<file path="src/rtl/gpio_bus_master.sv">
// Single-outstanding initiator for the valid/ready peripheral bus: takes one
// command, holds it on the bus until ready or timeout, then returns a response.
module gpio_bus_master #(
  parameter int unsigned TIMEOUT = 255
) (
  input  logic        clk,
  input  logic        resetn,
  // Command port
  input  logic        cmd_valid,
  output logic        cmd_ready,
  input  logic        cmd_write,
  input  logic        cmd_ctrl,
  input  logic [31:0] cmd_wdata,
  input  logic [3:0]  cmd_wstrb,
  // Response port
  output logic        rsp_valid,
  input  logic        rsp_ready,
  output logic [31:0] rsp_rdata,
  output logic        rsp_err,
  // Peripheral bus
  output logic        valid,
  input  logic        ready,
  output logic        ctrl,
  output logic [31:0] wdata,
  output logic [3:0]  wstrb,
  input  logic [31:0] rdata
);

  typedef enum logic [1:0] {IDLE, REQ, RSP} state_e;

  // Abort fires on the last of TIMEOUT request cycles (counter starts at 0).
  localparam logic [15:0] TMO_LAST = 16'(TIMEOUT - 1);

  state_e      state_q, state_d;
  logic [15:0] cnt_q, cnt_d;
  logic        valid_q, valid_d;
  logic        ctrl_q, ctrl_d;
  logic [31:0] wdata_q, wdata_d;
  logic [3:0]  wstrb_q, wstrb_d;
  logic        rsp_valid_q, rsp_valid_d;
  logic [31:0] rsp_rdata_q, rsp_rdata_d;
  logic        rsp_err_q, rsp_err_d;

  always_comb begin
    // NOTE: every target is defaulted to its held value first, so no path leaves it unassigned and no latch is inferred.
    state_d     = state_q;
    cnt_d       = cnt_q;
    valid_d     = valid_q;
    ctrl_d      = ctrl_q;
    wdata_d     = wdata_q;
    wstrb_d     = wstrb_q;
    rsp_valid_d = rsp_valid_q;
    rsp_rdata_d = rsp_rdata_q;
    rsp_err_d   = rsp_err_q;

    unique case (state_q)
      IDLE: begin
        if (cmd_valid) begin
          ctrl_d  = cmd_ctrl;
          wdata_d = cmd_wdata;
          wstrb_d = cmd_write ? cmd_wstrb : 4'b0000;
          cnt_d   = '0;
          valid_d = 1'b1;
          state_d = REQ;
        end
      end
      REQ: begin
        // ready takes priority over a timeout landing on the same edge.
        if (ready) begin
          rsp_rdata_d = rdata;
          rsp_err_d   = 1'b0;
          valid_d     = 1'b0;
          rsp_valid_d = 1'b1;
          state_d     = RSP;
        end else if (cnt_q == TMO_LAST) begin
          rsp_rdata_d = '0;
          rsp_err_d   = 1'b1;
          valid_d     = 1'b0;
          rsp_valid_d = 1'b1;
          state_d     = RSP;
        end else if (cnt_q != 16'hFFFF) begin
          cnt_d = cnt_q + 16'd1;
        end
      end
      RSP: begin
        if (rsp_ready) begin
          rsp_valid_d = 1'b0;
          state_d     = IDLE;
        end
      end
      default: begin
        valid_d     = 1'b0;
        rsp_valid_d = 1'b0;
        state_d     = IDLE;
      end
    endcase
  end

  always_ff @(posedge clk) begin
    // NOTE: sequential state is updated with non-blocking assignments so all flops sample pre-edge values.
    if (!resetn) begin
      state_q     <= IDLE;
      cnt_q       <= '0;
      valid_q     <= 1'b0;
      ctrl_q      <= 1'b0;
      wdata_q     <= '0;
      wstrb_q     <= '0;
      rsp_valid_q <= 1'b0;
      rsp_rdata_q <= '0;
      rsp_err_q   <= 1'b0;
    end else begin
      state_q     <= state_d;
      cnt_q       <= cnt_d;
      valid_q     <= valid_d;
      ctrl_q      <= ctrl_d;
      wdata_q     <= wdata_d;
      wstrb_q     <= wstrb_d;
      rsp_valid_q <= rsp_valid_d;
      rsp_rdata_q <= rsp_rdata_d;
      rsp_err_q   <= rsp_err_d;
    end
  end

  assign cmd_ready = (state_q == IDLE);
  assign valid     = valid_q;
  assign ctrl      = ctrl_q;
  assign wdata     = wdata_q;
  assign wstrb     = wstrb_q;
  assign rsp_valid = rsp_valid_q;
  assign rsp_rdata = rsp_rdata_q;
  assign rsp_err   = rsp_err_q;

endmodule

</file>
<file path="config.mk">
export PLATFORM = sky130hd
export DESIGN_NAME = gpio_bus_master
export DESIGN_NICKNAME = d
export VERILOG_FILES = /design/src/rtl/gpio_bus_master.sv
export SDC_FILE = /design/constraint.sdc
export NUM_CORES = 1
export LEC_CHECK = 0
export CAP_MARGIN = 10
export CORE_MARGIN = 2
export CORE_UTILIZATION = 45
export CTS_CLUSTER_SIZE = 24
export DETAILED_ROUTE_END_ITERATION = 10
export GPL_TIMING_DRIVEN = 0
export MAX_ROUTING_LAYER = met4
export PLACE_DENSITY_LB_ADDON = 0.25
export SLEW_MARGIN = 20
export SYNTH_ARGS = -nofsm -noshare
export SYNTH_HDL_FRONTEND = slang
export SYNTH_SLANG_ARGS = --single-unit
</file>
<file path="constraint.sdc">
create_clock -name clk -period 5.8 [get_ports clk]
set_input_delay 0.58 -clock clk [delete_from_list [all_inputs] [get_ports clk]]
set_output_delay 0.58 -clock clk [all_outputs]
set_load 0.02 [all_outputs]
</file>
==> run summary <==
Final Hold Violating Endpoints: 0
Hold WC Path Type: reg2reg
Setup TNS: 0 ns
Worst setup EP type: primary output
CTS Sinks: 90
Count of port buffers added during placement: 146
Cell area after layout: 5400 µm²
FP Rows: 32
Top_reg_cell synth: dfxtp_1
Top cells by area, synth: dfxtp_1 (50%), nand2_1 (12%), a21oi_1 (10%), nand3_1 (7.6%), a31oi_2 (2.1%)
Power density over cell area: 239 nW/µm²
Critical Path Source Type: flop
DRC: 0
Worst Hold End: wstrb[0]
Fin. max-slew vios: 0
Reg clk slew, reported paths: 0.10 ns
Min-Delay Path Depth: 2
Syn_nets: 532
Global-route wire length before repair: 16900 µm
Wirelength per Cell: 14.6 µm
Maximum fanout along the worst path: 6
Mapped Area: 3640 µm²
Vert. Die Dim: 93.9 µm
Reg2Reg Depth: 9
Core Region: 7770 µm²
CP startpoint: state_q[1]
Dpl hpwl: 7820 µm
H-tree Lvls: 3
Crit path DAT: 1.62 ns
Final worst path period need: 2.20 ns
Overflow after GRT: 0
Share of cells above drive strength 1: 6.65%
Status: finished clean
Unique masters post-synth: 42
Synth-to-Final Area Change: 48.6%
Post-synthesis area per instance: 7.99 µm²
Worst slew pin tran: 0.514 ns
FF-to-FF End: cnt_q[10]
Total Wirelength: 10500 µm
Final Net Count: 689
Largest net degree at the start of global routing: 17
# hold bufs at CTS: 0
Period Utilization, post-route: 37.9%
FF+latch count, synth: 90
Area leader, netlist: dfxtp_1
Reg-to-reg startpoint: cnt_q[0]
Number of synthesized flops with an enable pin: 0
Vias per cell: 5.34
Clk Latency, worst-skew pair: 0.37 ns
Placed cells: 703
Asr flop ratio synth: 0%
Effective utilization at floorplan: 46.8%
Fmax: 455 MHz
Initial antenna violation count: 0
Synth warn: 0
Setup Buffers After CTS: 0
Total GRT Usage: 24.5%
Max-capacitance violation count: 0
Dpl cell area: 5230 µm²
RSZ-0062 raised after global routing: no
Global placer's final weighted congestion: 0.913
Vias: 3838
Skew final: 0.0137 ns
WS Path Type: reg2out
PostCTS Resize Cnt: 0
Slew HR: 65.7%
CP required: 5.22 ns
Die X: 93.9 µm
Peak supply drop: 0.128 mV
Commonest non-fill, non-tap cell in the layout: clkdlybuf4s50_1
CTS tree: built
CTS Root Buffer Type: clkbuf_8
Register area share after synthesis: 49.6%
Finish-stage setup viols: 0
First-pass iteration count of the detailed router: 4
Post-synth top area share: 49.6%
Static Leak: 1.85 nW
Initial drt markers: 140
Die area: 8820 µm²
Reg2Reg Setup Slack: 3.64 ns
Hold wc startpoint: wstrb[0]
Most frequent cells in the layout: clkdlybuf4s50_1 (146), nand2_1 (119), dfxtp_1 (90)
CTS max path bufs: 2
Antenna-violating nets left: 0
Synth Instances: 455
Antenna diodes: 0
CTS buffer count: 9
Cell Count, Final, Fillers Out: 719
Vias in the first global route: 3582
I/O pin cnt: 148
[power breakdown]
| part | switching, mW | total [mW] | internal (mW) |
|---|---|---|---|
| logic | 0.119 | 0.233 | 0.114 |
| registers | 0.0152 | 0.660 | 0.645 |
| clock network | 0.236 | 0.397 | 0.161 |
[cells in the mapped netlist, types with 2 or more instances]
cell type  instances
dfxtp_1           90
and2_1             2
a21oi_1           76
nand3_1           55
nand4_1            7
nand2b_1           3
ha_1               2
inv_1              4
and4_1             2
and3_1             2
nand2_1          119
nor3_1             4
or3_1              4
o21ai_1            2
buf_1              6
buf_2              7
a31oi_2            6
nor2_1            10
buf_6              2
nor2_2             2
o21ai_0            5
a31oi_1            8
clkbuf_1          18
[state kept, by name, indices dropped and copies added, names as in the netlist]
signal and flops:
state_q 2, valid 1, cnt_q 16, rsp_rdata 32
wstrb 4, ctrl 1, rsp_valid 1, wdata 32
rsp_err 1
[worst max path at each step]
stage                          to  slack, ns  cells after the start
floorplan               cnt_q[11]       3.94                      9
global placement    rsp_rdata[25]       3.55                      6
detailed placement  rsp_rdata[30]       3.49                      6
CTS                     cmd_ready       3.58                      2
global route            cmd_ready       3.51                      2
finish                  cmd_ready       3.60                      2
[worst max-delay path, stage by stage, from the launching register on]
cell and delay [ns]:
dfxtp_1 0.36, nor2_1 0.22, clkdlybuf4s50_1 0.68
[kinds of logic (layout without fill, tap and decap cells)]
family	Yosys count	after routing	synth area share, %
AO/OA/AOI/OAI	104	104	16.9
AND/OR/NAND/NOR	220	220	28.1
flip-flops	90	90	49.6
buffers and inverters	39	201	4.78
adder cells (fa/ha/maj)	2	2	0.688
[stage by stage]
stage	util (%)	hold slack (ns)	power [mW]	worst slack [ns]
2_1_floorplan	-	0.468	0.780	3.94
4_1_cts	69.6	0.459	1.30	3.58
5_1_grt	69.6	0.481	1.35	3.51
3_5_place_dp	67.3	0.447	0.907	3.49
3_3_place_gp	67.3	0.437	0.903	3.55
6_report	69.6	0.457	1.29	3.60
[area by class of cell]
class	instances	area, µm²
Sequential cell	90	1800
Clock buffer	10	128
Multi-Input combinational cell	326	1660
Clock inverter	6	51.3
Timing Repair Buffer	146	1460
Tap cell	102	128
Buffer	34	155
Fill cell	631	2360
Inverter	5	18.8
[layer usage]
metal	vias up	routed length, µm	GRT usage [%]
li1	1877	-	-
met1	1796	4500	29.5
met2	147	4990	39.9
met3	18	760	5.70
met4	0	242	9.78
met5	-	0	-
Power figures use the tool's default switching activity.
